===== src/rtl/wb_master_pkg.sv =====
// Shared Wishbone definitions: FSM state encoding and bus data/select widths.
package wb_master_pkg;

  localparam int WB_DATA_W = 32;
  localparam int WB_SEL_W  = 4;

  typedef enum logic [1:0] {
    ST_IDLE = 2'd0,
    ST_REQ  = 2'd1,
    ST_WAIT = 2'd2,
    ST_RESP = 2'd3
  } wb_state_e;

endpackage


===== src/rtl/wb_timeout_cnt.sv =====
// Saturating watchdog counter for an open bus cycle; expired_o flags the terminal count.
module wb_timeout_cnt #(
  parameter int MAX_COUNT = 255
) (
  input  logic clk,
  input  logic resetn,
  input  logic clr_i,
  input  logic en_i,
  output logic expired_o
);

  localparam int CW = (MAX_COUNT > 0) ? $clog2(MAX_COUNT + 1) : 1;
  localparam logic [CW-1:0] MAX_C = CW'(MAX_COUNT);

  logic [CW-1:0] cnt_q;

  always_ff @(posedge clk) begin
    if (!resetn) begin
      cnt_q <= '0;
    end else if (clr_i) begin
      cnt_q <= '0;
    end else if (en_i && (cnt_q != MAX_C)) begin
      cnt_q <= cnt_q + CW'(1);
    end
  end

  // A zero limit keeps the counter parked at 0 and never reports expiry.
  assign expired_o = (MAX_COUNT != 0) && (cnt_q == MAX_C);

endmodule


===== src/rtl/wb_master.sv =====
// Wishbone pipelined initiator: one valid/ready request becomes one bus transaction
// and exactly one response pulse (ack, slave error or watchdog timeout).
//   state   | meaning
//   ST_IDLE | ready for a request, bus idle
//   ST_REQ  | cyc+stb driven, waiting for stall to drop
//   ST_WAIT | strobe accepted, waiting for ack/err/timeout
//   ST_RESP | one-cycle response pulse
module wb_master
  import wb_master_pkg::*;
#(
  parameter int ADDR_WIDTH     = 32,
  parameter int TIMEOUT_CYCLES = 255
) (
  input  logic                  clk,
  input  logic                  resetn,
  input  logic                  req_valid_i,
  output logic                  req_ready_o,
  input  logic                  req_we_i,
  input  logic [ADDR_WIDTH-1:0] req_addr_i,
  input  logic [WB_DATA_W-1:0]  req_wdata_i,
  input  logic [WB_SEL_W-1:0]   req_sel_i,
  output logic                  rsp_valid_o,
  output logic [WB_DATA_W-1:0]  rsp_rdata_o,
  output logic                  rsp_err_o,
  output logic                  wb_cyc_o,
  output logic                  wb_stb_o,
  output logic                  wb_we_o,
  output logic [ADDR_WIDTH-1:0] wb_addr_o,
  output logic [WB_DATA_W-1:0]  wb_data_o,
  output logic [WB_SEL_W-1:0]   wb_sel_o,
  input  logic                  wb_ack_i,
  input  logic                  wb_err_i,
  input  logic                  wb_stall_i,
  input  logic [WB_DATA_W-1:0]  wb_data_i
);

  wb_state_e             state_q;
  logic                  req_ready_q;
  logic                  cyc_q;
  logic                  stb_q;
  logic                  we_q;
  logic [ADDR_WIDTH-1:0] addr_q;
  logic [WB_DATA_W-1:0]  wdata_q;
  logic [WB_SEL_W-1:0]   sel_q;
  logic                  rsp_valid_q;
  logic [WB_DATA_W-1:0]  rsp_rdata_q;
  logic                  rsp_err_q;

  logic                  accept;
  logic                  bus_open;
  logic                  expired;
  logic                  rsp_fire_d;
  logic                  rsp_err_d;
  logic [WB_DATA_W-1:0]  rsp_rdata_d;

  assign accept   = (state_q == ST_IDLE) && req_ready_q && req_valid_i;
  assign bus_open = (state_q == ST_REQ) || (state_q == ST_WAIT);

  wb_timeout_cnt #(
    .MAX_COUNT (TIMEOUT_CYCLES)
  ) u_timeout (
    .clk       (clk),
    .resetn    (resetn),
    .clr_i     (accept),
    .en_i      (bus_open),
    .expired_o (expired)
  );

  // Slave termination beats the watchdog; err beats ack.
  always_comb begin
    rsp_fire_d  = 1'b0;
    rsp_err_d   = 1'b0;
    rsp_rdata_d = '0;
    if (((state_q == ST_REQ) && !wb_stall_i) || (state_q == ST_WAIT)) begin
      if (wb_err_i) begin
        rsp_fire_d = 1'b1;
        rsp_err_d  = 1'b1;
      end else if (wb_ack_i) begin
        rsp_fire_d  = 1'b1;
        rsp_rdata_d = we_q ? '0 : wb_data_i;
      end
    end
    if (!rsp_fire_d && bus_open && expired) begin
      rsp_fire_d = 1'b1;
      rsp_err_d  = 1'b1;
    end
  end

  always_ff @(posedge clk) begin
    if (!resetn) begin
      state_q     <= ST_IDLE;
      req_ready_q <= 1'b0;
      cyc_q       <= 1'b0;
      stb_q       <= 1'b0;
      we_q        <= 1'b0;
      addr_q      <= '0;
      wdata_q     <= '0;
      sel_q       <= '0;
      rsp_valid_q <= 1'b0;
      rsp_rdata_q <= '0;
      rsp_err_q   <= 1'b0;
    end else begin
      rsp_valid_q <= 1'b0;
      case (state_q)
        ST_IDLE: begin
          if (accept) begin
            state_q     <= ST_REQ;
            req_ready_q <= 1'b0;
            cyc_q       <= 1'b1;
            stb_q       <= 1'b1;
            we_q        <= req_we_i;
            addr_q      <= req_addr_i;
            wdata_q     <= req_wdata_i;
            sel_q       <= req_sel_i;
          end else begin
            req_ready_q <= 1'b1;
          end
        end
        ST_REQ, ST_WAIT: begin
          if (rsp_fire_d) begin
            state_q     <= ST_RESP;
            rsp_valid_q <= 1'b1;
            rsp_rdata_q <= rsp_rdata_d;
            rsp_err_q   <= rsp_err_d;
            cyc_q       <= 1'b0;
            stb_q       <= 1'b0;
            we_q        <= 1'b0;
            addr_q      <= '0;
            wdata_q     <= '0;
            sel_q       <= '0;
          end else if ((state_q == ST_REQ) && !wb_stall_i) begin
            state_q <= ST_WAIT;
            stb_q   <= 1'b0;
          end
        end
        ST_RESP: begin
          state_q     <= ST_IDLE;
          req_ready_q <= 1'b1;
        end
        default: begin
          state_q <= ST_IDLE;
        end
      endcase
    end
  end

  assign req_ready_o = req_ready_q;
  assign rsp_valid_o = rsp_valid_q;
  assign rsp_rdata_o = rsp_rdata_q;
  assign rsp_err_o   = rsp_err_q;
  assign wb_cyc_o    = cyc_q;
  assign wb_stb_o    = stb_q;
  assign wb_we_o     = we_q;
  assign wb_addr_o   = addr_q;
  assign wb_data_o   = wdata_q;
  assign wb_sel_o    = sel_q;

endmodule


===== config.mk =====
export PLATFORM = sky130hd
export DESIGN_NAME = wb_master
export DESIGN_NICKNAME = d
export VERILOG_FILES = /design/src/rtl/wb_master_pkg.sv /design/src/rtl/wb_timeout_cnt.sv /design/src/rtl/wb_master.sv
export SDC_FILE = /design/constraint.sdc
export NUM_CORES = 1
export LEC_CHECK = 0
export BUFFER_PORTS_ARGS = -buffer_cell sky130_fd_sc_hd__buf_2
export CAP_MARGIN = 20
export CORE_MARGIN = 4
export CORE_UTILIZATION = 45
export DETAILED_ROUTE_END_ITERATION = 10
export PLACE_DENSITY_LB_ADDON = 0.08
export REMOVE_ABC_BUFFERS = 1
export SYNTH_ARGS = -nofsm -noshare
export SYNTH_HDL_FRONTEND = slang
export SYNTH_SLANG_ARGS = --single-unit
export TNS_END_PERCENT = 10

===== constraint.sdc =====
create_clock -name clk -period 2.13 [get_ports clk]
set_input_delay 0.1065 -clock clk [delete_from_list [all_inputs] [get_ports clk]]
set_output_delay 0.1065 -clock clk [all_outputs]
set_load 0.02 [all_outputs]

==> results.txt, run 1 <==
----------------------------------------------------
[Status]
  Status ... completed

[Finish]
  Area occupied by multi-input gates ... 2078 um2
  Final cell area excluding filler cells ... 7512 um2
  Register area ... 2322 um2
  Ratio of cells with drive above 1 in the final layout ... 35.50%
  Area Growth Syn to Fin ... 62.84%
  Filler Cell Count ... around 700
  Diode insertion count for antenna repair ... 0
  Layout Nets ... 899

[STA]
  Max_slew headroom ... 74.96%
  Total negative setup slack ... 0 ps
  Period utilisation layout ... a little over 90%
  Max Freq ... 503.1 MHz
  Final worst path period need ... 1988 ps
  Hold violation count in the final report ... 0
  Final-report max-slew violation count ... 0
  Total of endpoints with negative setup slack in the final report ... 0
  Final clock skew ... 10.30 ps
  Worst-margin pin slew ... 375.5 ps

[GRT]
  Via count of the first global-routing pass ... between 4000 and 5000
  First-pass GRT wire length ... 23.73 mm
  Initial antenna violation count ... 0
  GR Overflow Total ... 0
  Maximum number of pins on one net before global-route repair ... 72
  Global-route total usage across every layer ... 24.88%

[Synthesis]
  Top area cells in the synthesized netlist ... sky130_fd_sc_hd__dfxtp_1, sky130_fd_sc_hd__a311oi_1, sky130_fd_sc_hd__a21oi_1, sky130_fd_sc_hd__a22o_1, sky130_fd_sc_hd__nand2_1
  Async set-reset flop share out of synthesis ... 0%
  Mapped Avg Cell Area ... 9.611 um2
  Predominant post-synthesis flop cell ... sky130_fd_sc_hd__dfxtp_1
  Area of the mapped netlist ... 4613 um2
  Seq/Total Area, Yosys ... 50.34%
  Number of warnings reported in the yosys synthesis log ... 0
  Most used standard cell by instance count after synthesis ... sky130_fd_sc_hd__dfxtp_1
  Fraction of synthesized cell area taken by the top area cell type ... 50.34%
  Post-synth EDFFs ... 0
  Count of cell types in the netlist ... 37
  Number of flip-flops and latches in the synthesized netlist ... between 100 and 150
  Cell accounting for the most synthesized area ... sky130_fd_sc_hd__dfxtp_1
  Top cells by instance count after synthesis ... sky130_fd_sc_hd__dfxtp_1, sky130_fd_sc_hd__a21oi_1, sky130_fd_sc_hd__nand2_1
  Post-Syn Instances ... 480

[Clock tree]
  Clock latency on the worst-skew pair ... 510 ps
  CTS H-Tree Depth ... 4
  CTS sink count ... approximately 120
  Number of buffers created by CTS ... 17
  Clk pin slew, worst setup/hold paths ... 60 ps
  Clk root buf ... sky130_fd_sc_hd__clkbuf_8
  Largest buffer count on any clock path ... 2
  Clock tree from TritonCTS ... yes

[Power and ir drop]
  Highest ir drop seen on vdd ... 797.5 uV
  PwrDens ... 1049 nW/um2
  Leak ... 3.165 nW

[Placed design]
  Placement-stage cell area ... 5862 um2
  Detailed Place HPWL ... 9.175 mm
  Port bufs ... 212
  RePlAce Congestion ... 0.8188

[Setup path]
  Kind of critical path ... reg -> reg
  Setup crit end kind ... flop
  Startpoint type of the worst setup path ... flop
  WP data required ... around 2500 ps
  Number of cells on the worst reg-to-reg path ... 8
  Endpoint arrival time on the critical path ... roughly 2400 ps
  Register-to-register setup slack ... 140 ps
  CP max FO ... 32

[Hold path]
  Class of the worst hold path ... in -> reg
  Hold-critical path depth ... 4

[Detailed routing]
  Detail-routed net length per standard cell ... 16.15 um
  Vias per inst ... 5.398
  First DRT Iteration DRCs ... 327
  # DRC ... 0
  Number of optimization iterations in the first detailed-route pass ... 5
  Antenna Nets Post-Route ... 0
  Routed Wire Length ... ~15 mm
  Via count of the routed design ... 5036

[Floorplanning]
  Row count ... 36
  Number of primary I/O pins ... around 210
  Overall die area ... between 10000 and 15000 um2
  Core area ... approximately 9900 um2
  Effective utilization at floorplan ... between 40% and 50%
  X dimension of the die ... 109.3 um
  Die span in y ... ~110 um

[Run]
  Count of maximum capacitance violations ... 0

----------------------------------------------------
-- critical path, stage by stage (launching register included) --
cell	delay [ps]
sky130_fd_sc_hd__dfxtp_1	380
sky130_fd_sc_hd__inv_1	100
sky130_fd_sc_hd__ha_1	320
sky130_fd_sc_hd__buf_4	180
sky130_fd_sc_hd__nand3_2	110
sky130_fd_sc_hd__nor3_2	250
sky130_fd_sc_hd__nor3_2	70
sky130_fd_sc_hd__buf_6	180
sky130_fd_sc_hd__a22o_1	260
-- layer usage --
layer,routed length [um],global-route usage (%),vias to the layer above,share of wire [%]
met5,0,0,-,0
met4,340,10.06,0,2.3
met3,1061,5.861,31,7.0
met2,7438,42.94,194,49
met1,6229,29.74,2347,41
li1,-,-,2464,-
-- what timing repair did --
item,in CTS,in global routing
endpoints found under the setup margin,0,26
setup buffers,0,1
resized for setup,0,2
hold buffers,105,0
endpoints found under the hold margin,107,0
-- metrics by stage --
step | cells | util [%] | total power, mW | hold slack [ps] | setup WS [ps]
2_1_floorplan | 434 | - | 3.996 | 232.2 | -3775
3_5_place_dp | 795 | 59.42 | 4.957 | 320.6 | 140.2
6_report | 933 | 76.15 | 7.878 | 20.79 | 142.3
5_1_grt | 933 | 76.15 | 8.286 | 65.28 | -3.339
4_1_cts | 932 | 75.99 | 7.899 | 6.039 | 135.4
3_3_place_gp | 795 | 59.42 | 4.908 | 315.3 | 239.1
-- path summary, 6_finish.rpt --
kind                         from              end
setup / recovery       state_q[0]   rsp_rdata_o[4]
hold / removal         wb_stall_i        rsp_err_o
setup reg to reg       state_q[0]   rsp_rdata_o[4]
hold reg to reg   rsp_rdata_o[12]  rsp_rdata_o[12]
-- power by group --
| group | leakage (nW) | switching, mW | internal [mW] | total (mW) |
|---|---|---|---|---|
| sequential | 0.939 | 0.134 | 2.40 | 2.54 |
| clock | 0.279 | 1.08 | 1.69 | 2.78 |
| combinational | 1.95 | 1.60 | 0.967 | 2.57 |
-- area by class of cell --
cell class                      count  share of cell area [%]
Clock buffer                       17                   5.513
Clock inverter                     15                   2.249
Sequential cell                   116                   30.91
Multi-Input combinational cell    313                   27.66
Tap cell                          133                   2.215
Inverter                            5                  0.2498
Timing Repair Buffer              334                   31.20
-- flip-flops by register name, indices dropped and copies added (netlist names), 2 cells and up --
name             flops
rsp_rdata_o         32
state_q              2
u_timeout.cnt_q      8
wb_addr_o           32
wb_data_o           32
wb_sel_o             4
-- cell usage in the layout, fill, tap and decap left out, types with 3 or more instances in the layout --
cell type	n
sky130_fd_sc_hd__inv_6	7
sky130_fd_sc_hd__nor3_1	4
sky130_fd_sc_hd__buf_12	8
sky130_fd_sc_hd__inv_1	4
sky130_fd_sc_hd__dfxtp_1	116
sky130_fd_sc_hd__a311oi_1	60
sky130_fd_sc_hd__a31oi_1	4
sky130_fd_sc_hd__nor2_1	12
sky130_fd_sc_hd__o21ai_0	4
sky130_fd_sc_hd__dlygate4sd3_1	105
sky130_fd_sc_hd__xnor2_1	4
sky130_fd_sc_hd__a311oi_2	10
sky130_fd_sc_hd__a22o_1	32
sky130_fd_sc_hd__clkinvlp_4	3
sky130_fd_sc_hd__nand3_1	3
sky130_fd_sc_hd__nand2_1	73
sky130_fd_sc_hd__nand4_1	4
sky130_fd_sc_hd__ha_1	5
sky130_fd_sc_hd__clkbuf_16	16
sky130_fd_sc_hd__buf_4	8
sky130_fd_sc_hd__a21oi_1	75
sky130_fd_sc_hd__buf_2	212
-- cell families after synthesis --
kind of cell             Yosys count  synth area share (%)
multiplexers                       1                0.2170
flip-flops                       116                 50.34
adder cells (fa/ha/maj)            5                 1.356
buffers and inverters             51                 5.289
AND/OR/NAND/NOR                  105                 9.412
AO/OA/AOI/OAI                    198                 32.63
XOR/XNOR                           4                0.7593
No activity file was read; power rests on OpenSTA's default activity.
==> run 2, diff against run 1 <==
- CORE_MARGIN: 4 -> unset
==> results.txt, run 2 (synthesis results as in run 1) <==
----------------------------------------------------
[Status]
  Status ... completed

[Finish]
  Area Growth Syn to Fin ... 63.79%
  Ratio of cells with drive above 1 in the final layout ... between 30 and 40%
  Diode insertion count for antenna repair ... 0
  Non-Filler Instances ... 931
  Most common library cell in the layout ignoring fill and taps ... sky130_fd_sc_hd__buf_2
  Highest-count cells in the layout ignoring fill and taps ... sky130_fd_sc_hd__buf_2, sky130_fd_sc_hd__dfxtp_1, sky130_fd_sc_hd__dlygate4sd3_1
  Layout Nets ... 897

[GRT]
  Global-route total usage across every layer ... 25.75%
  Met3 layer usage reported by global route ... 8.132%
  Global-route track usage on met1 ... 31.60%
  Initial antenna violation count ... 0
  Maximum number of pins on one net before global-route repair ... 97
  Global-route met2 utilization ... between 40% and 50%
  GR Overflow Total ... 0
  First-pass GRT wire length ... 21.32 mm
  Via count of the first global-routing pass ... about 4400
  Top Usage Layer GRT ... met2

[Clock tree]
  Number of buffers created by CTS ... 17
  Clock tree from TritonCTS ... yes
  CTS H-Tree Depth ... 4
  Clk root buf ... sky130_fd_sc_hd__clkbuf_8
  Clock latency on the worst-skew pair ... 510 ps
  CTS sink count ... between 100 and 150
  Largest buffer count on any clock path ... 2
  Clk pin slew, worst setup/hold paths ... 60 ps

[STA]
  Total negative setup slack ... 0 ps
  Final clock skew ... about 12 ps
  Final worst path period need ... 1980 ps
  Final-report max-slew violation count ... 0
  Total of endpoints with negative setup slack in the final report ... 0
  Unrepaired setup endpoints after global routing ... false
  Max_slew headroom ... a little under half
  Hold violation count in the final report ... 0
  Worst hold margin ... 45.79 ps
  Period utilisation layout ... 92.98%
  Worst-margin pin slew ... 820.3 ps
  Max Freq ... 504.9 MHz

[Hold path]
  Startpoint of the lowest-slack hold path ... wb_stall_i
  Class of the worst hold path ... in -> reg
  Hold-critical path depth ... 4

[Setup path]
  Master of the slowest instance on the critical path ... sky130_fd_sc_hd__dfxtp_1
  Reg-to-reg startpoint ... state_q[1]
  Startpoint type of the worst setup path ... flop
  Slowest cell delay on critical path ... 390 ps
  Worst Path Buf+Inv ... 3
  Kind of critical path ... reg -> reg
  Setup crit end kind ... flop
  Dominant delay contributor by cell family on the critical path ... buffers and inverters
  Crit path launch ... state_q[1]
  CP max FO ... 32
  Number of cells on the worst reg-to-reg path ... 8
  WP data required ... 2520 ps
  Endpoint arrival time on the critical path ... 2370 ps
  Number of cells on the critical path ... 8
  Critical path cell sequence ... inv_1 > ha_1 > buf_4 > nand3_2 > nor3_4 > nor3_2 > buf_6 > a22o_1

[Floorplanning]
  X dimension of the die ... 103.3 um
  Die span in y ... 103.3 um
  Number of primary I/O pins ... 213
  Effective utilization at floorplan ... 46.77%
  Core area ... 9864 um2
  Overall die area ... 10660 um2
  Row count ... 36

[Power and ir drop]
  PwrDens ... 1076 nW/um2
  Highest ir drop seen on vdd ... just under 700 uV
  Leak ... 3.197 nW

[Placed design]
  Port bufs ... 212
  RePlAce Congestion ... 0.8500
  Cells after DPL ... slightly below 800
  Detailed Place HPWL ... just over 8 mm

[Detailed routing]
  Via count of the routed design ... around 5000
  Detail-routed net length per standard cell ... 15.69 um
  First DRT Iteration DRCs ... 233
  Routed Wire Length ... 14.61 mm
  Vias per inst ... 5.375
  Antenna Nets Post-Route ... 0
  Number of optimization iterations in the first detailed-route pass ... 5
  # DRC ... 0

[Run]
  Count of maximum capacitance violations ... 0

----------------------------------------------------
run 2: changes by cell type in the layout (fill, tap and decap cells not counted), sizes merged:
cell	delta
buf	-3
clkbuf	+5
inv	-8
clkinv	+2
bufinv	+2
run 2: cell type report:
class | instances | area, um2
sequential | 116 | 2323
timing repair buffer | 332 | 2320
fill | 669 | 2308
multi-input combinational | 313 | 2085
clock buffer | 21 | 469.2
clock inverter | 11 | 173.9
tap | 133 | 166.4
inverter | 5 | 18.77
run 2: tightest hold or removal path, delay by kind of cell:
| family | cells | cell delay, ps |
|---|---|---|
| compound gates | 2 | 240 |
| simple gates | 1 | 70 |
| buf+inv | 1 | 80 |
run 2: metrics by stage:
stage	total power [mW]	setup slack, ps	utilization (%)	instance area [um2]
finish	8.131	149.5	76.60	7556
global route	8.529	29.44	76.60	7556
CTS	8.051	88.99	75.79	7476
detailed placement	4.860	106.8	58.61	5782
global placement	4.807	242.9	58.61	5782
floorplan	3.996	-3775	-	4388
run 2: worst paths after layout:
path                     endpoint  slack, ps
setup / recovery  rsp_rdata_o[10]        150
hold / removal          rsp_err_o         50
setup reg to reg  rsp_rdata_o[10]        150
hold reg to reg   rsp_rdata_o[18]        480
run 2: timing repair:
item | in CTS | in global routing
resized for setup | 0 | 10
setup endpoints to repair | 0 | 77
hold buffers | 105 | 0
hold endpoints to repair | 108 | 0
setup buffers | 0 | 1
run 2: per-layer routing:
| metal | part of all wire, % | routed length, um | vias to the layer above |
|---|---|---|---|
| met2 | 49 | 7156 | 218 |
| li1 | - | - | 2444 |
| met4 | 2.2 | 320 | 0 |
| met5 | 0 | 0 | - |
| met1 | 42 | 6076 | 2311 |
| met3 | 7.2 | 1053 | 31 |
run 2: report_power, final:
group / switching, mW / internal [mW] / total, mW
clock: 0.991 / 2.03 / 3.02
sequential: 0.129 / 2.41 / 2.53
combinational: 1.62 / 0.954 / 2.58
==> run 3, diff against run 2 <==
- clock period: 2.13 -> 2.2 ns (I/O delays scaled with it)
==> results.txt, run 3 (synthesis results as in run 1) <==
----------------------------------------------------
[STA]
  Total negative setup slack ... 0 ps
  Max_slew headroom ... 65.84%
  Final-report max-slew violation count ... 0
  Worst hold margin ... 21.19 ps
  Final worst path period need ... 2087 ps
  Worst-margin pin slew ... 511.7 ps
  Period utilisation layout ... 94.86%
  Total of endpoints with negative setup slack in the final report ... 0
  Setup slack of the critical path after layout ... 113.1 ps
  Max Freq ... 479.2 MHz
  Hold violation count in the final report ... 0
  Unrepaired setup endpoints after global routing ... false
  Final clock skew ... 9.001 ps

[Setup path]
  Worst Path Buf+Inv ... 3
  Endpoint arrival time on the critical path ... 2490 ps
  Worst reg2reg endpoint ... rsp_rdata_o[29]
  Number of cells on the worst reg-to-reg path ... 8
  Cell with the most instances on the worst path ... sky130_fd_sc_hd__nor3_2
  Setup crit end kind ... flop
  WP data required ... 2600 ps
  Startpoint type of the worst setup path ... flop
  Kind of critical path ... reg -> reg
  Register-to-register setup slack ... 110 ps
  CP max FO ... 32
  Dominant delay contributor by cell family on the critical path ... buffers and inverters
  Master of the slowest instance on the critical path ... sky130_fd_sc_hd__dfxtp_1
  Reg-to-reg startpoint ... state_q[0]
  Critical path cell sequence ... inv_1 > ha_4 > buf_4 > nand3_1 > nor3_2 > nor3_2 > buf_6 > a22o_1
  Slowest cell delay on critical path ... ~380 ps

[Placed design]
  RePlAce Congestion ... 0.8248
  Placement-stage cell area ... slightly below 6000 um2
  Setup WS pre-CTS ... 81.03 ps
  Port bufs ... between 200 and 250
  Detailed Place HPWL ... 8.392 mm

[GRT]
  First-pass GRT wire length ... 22.38 mm
  Maximum number of pins on one net before global-route repair ... 70
  Via count of the first global-routing pass ... between 4000 and 5000
  GR Overflow Total ... 0
  Initial antenna violation count ... 0
  Global-route total usage across every layer ... between 20% and 30%

[Clock tree]
  CTS sink count ... 116
  Clock latency on the worst-skew pair ... 520 ps
  Clk root buf ... sky130_fd_sc_hd__clkbuf_8
  Clock tree from TritonCTS ... yes
  CTS H-Tree Depth ... 4
  Largest buffer count on any clock path ... 2
  Clk pin slew, worst setup/hold paths ... approximately 60 ps
  Number of buffers created by CTS ... 17

[Finish]
  Diode insertion count for antenna repair ... 0
  Ratio of cells with drive above 1 in the final layout ... 35.54%
  Final cell area excluding filler cells ... 7595 um2
  Layout Nets ... 898
  Highest-count cells in the layout ignoring fill and taps ... sky130_fd_sc_hd__buf_2, sky130_fd_sc_hd__dfxtp_1, sky130_fd_sc_hd__dlygate4sd3_1
  Most common library cell in the layout ignoring fill and taps ... sky130_fd_sc_hd__buf_2
  Area Growth Syn to Fin ... 64.63%

[Detailed routing]
  Via count of the routed design ... 5160
  Vias per inst ... 5.536
  Routed Wire Length ... 15.03 mm
  Antenna Nets Post-Route ... 0
  First DRT Iteration DRCs ... 189
  Number of optimization iterations in the first detailed-route pass ... 5
  # DRC ... 0
  Detail-routed net length per standard cell ... 16.13 um

[Power and ir drop]
  Total power of the final layout ... between 7 and 8 mW
  PwrDens ... 1048 nW/um2
  Highest ir drop seen on vdd ... 731.4 uV
  Leak ... 3.191 nW

[Run]
  Count of maximum capacitance violations ... 0

[Hold path]
  Startpoint of the lowest-slack hold path ... wb_stall_i
  Hold-critical path depth ... 4
  Class of the worst hold path ... in -> reg
  Terminating pin of the worst hold path ... rsp_err_o

[Floorplanning]
  Number of primary I/O pins ... 213
  X dimension of the die ... 103.3 um
  Overall die area ... about 11000 um2
  Core area ... 9864 um2
  Row count ... 36
  Die span in y ... 103.3 um
  Effective utilization at floorplan ... around 47%

[Status]
  Status ... completed

----------------------------------------------------
run 3: what timing repair did:
action	4_1_cts	5_1_grt
buffers inserted	0	1
endpoints found under the setup margin	0	61
gates resized for setup	0	4
endpoints found under the hold margin	107	0
hold buffers	105	0
run 3: worst reg2reg max path, stage by stage, from the launching register on:
cell and delay, ps:
sky130_fd_sc_hd__dfxtp_1 380, sky130_fd_sc_hd__inv_1 120, sky130_fd_sc_hd__ha_4 310, sky130_fd_sc_hd__buf_4 180, sky130_fd_sc_hd__nand3_1 160, sky130_fd_sc_hd__nor3_2 270
sky130_fd_sc_hd__nor3_2 80, sky130_fd_sc_hd__buf_6 210, sky130_fd_sc_hd__a22o_1 280
run 3: worst max path at each step:
| stage | slack (ps) | start | cells after the start | end |
|---|---|---|---|---|
| after floorplan | -3700 | state_q[0] | 5 | wb_data_o[0] |
| final | 110 | state_q[0] | 8 | rsp_rdata_o[29] |
| after global routing | 10 | state_q[0] | 8 | rsp_rdata_o[29] |
| after detailed placement | 80 | state_q[0] | 8 | rsp_rdata_o[9] |
| after CTS | 70 | state_q[0] | 8 | rsp_rdata_o[9] |
| after global placement | 210 | state_q[0] | 8 | rsp_rdata_o[21] |
run 3: cell type report:
class	instances	area [um2]
Tap cell	133	166.4
Clock buffer	20	445.4
Sequential cell	116	2322
Inverter	5	18.77
Fill cell	667	2270
Timing Repair Buffer	333	2341
Multi-Input combinational cell	313	2098
Clock inverter	12	202.7
run 3: per-stage QoR:
| step | utilization (%) | std cells |
|---|---|---|
| floorplan | - | 434 |
| global placement | 59.15 | 793 |
| detailed placement | 59.15 | 793 |
| CTS | 76.37 | 930 |
| global route | 76.99 | 932 |
| finish | 76.99 | 932 |
run 3: routing by layer:
layer / up-vias / part of all wire (%) / GRT usage [%]
met5: - / 0 / 0
met4: 0 / 2.4 / 11.92
met3: 35 / 6.4 / 6.788
met2: 219 / 51 / 45.74
met1: 2454 / 40 / 32.03
li1: 2452 / - / -
run 3: report_power, final:
part	total (mW)	internal, mW	leakage [nW]	switching, mW
sequential	2.46	2.33	0.939	0.131
clock	2.99	2.01	0.303	0.975
combinational	2.51	0.943	1.95	1.57
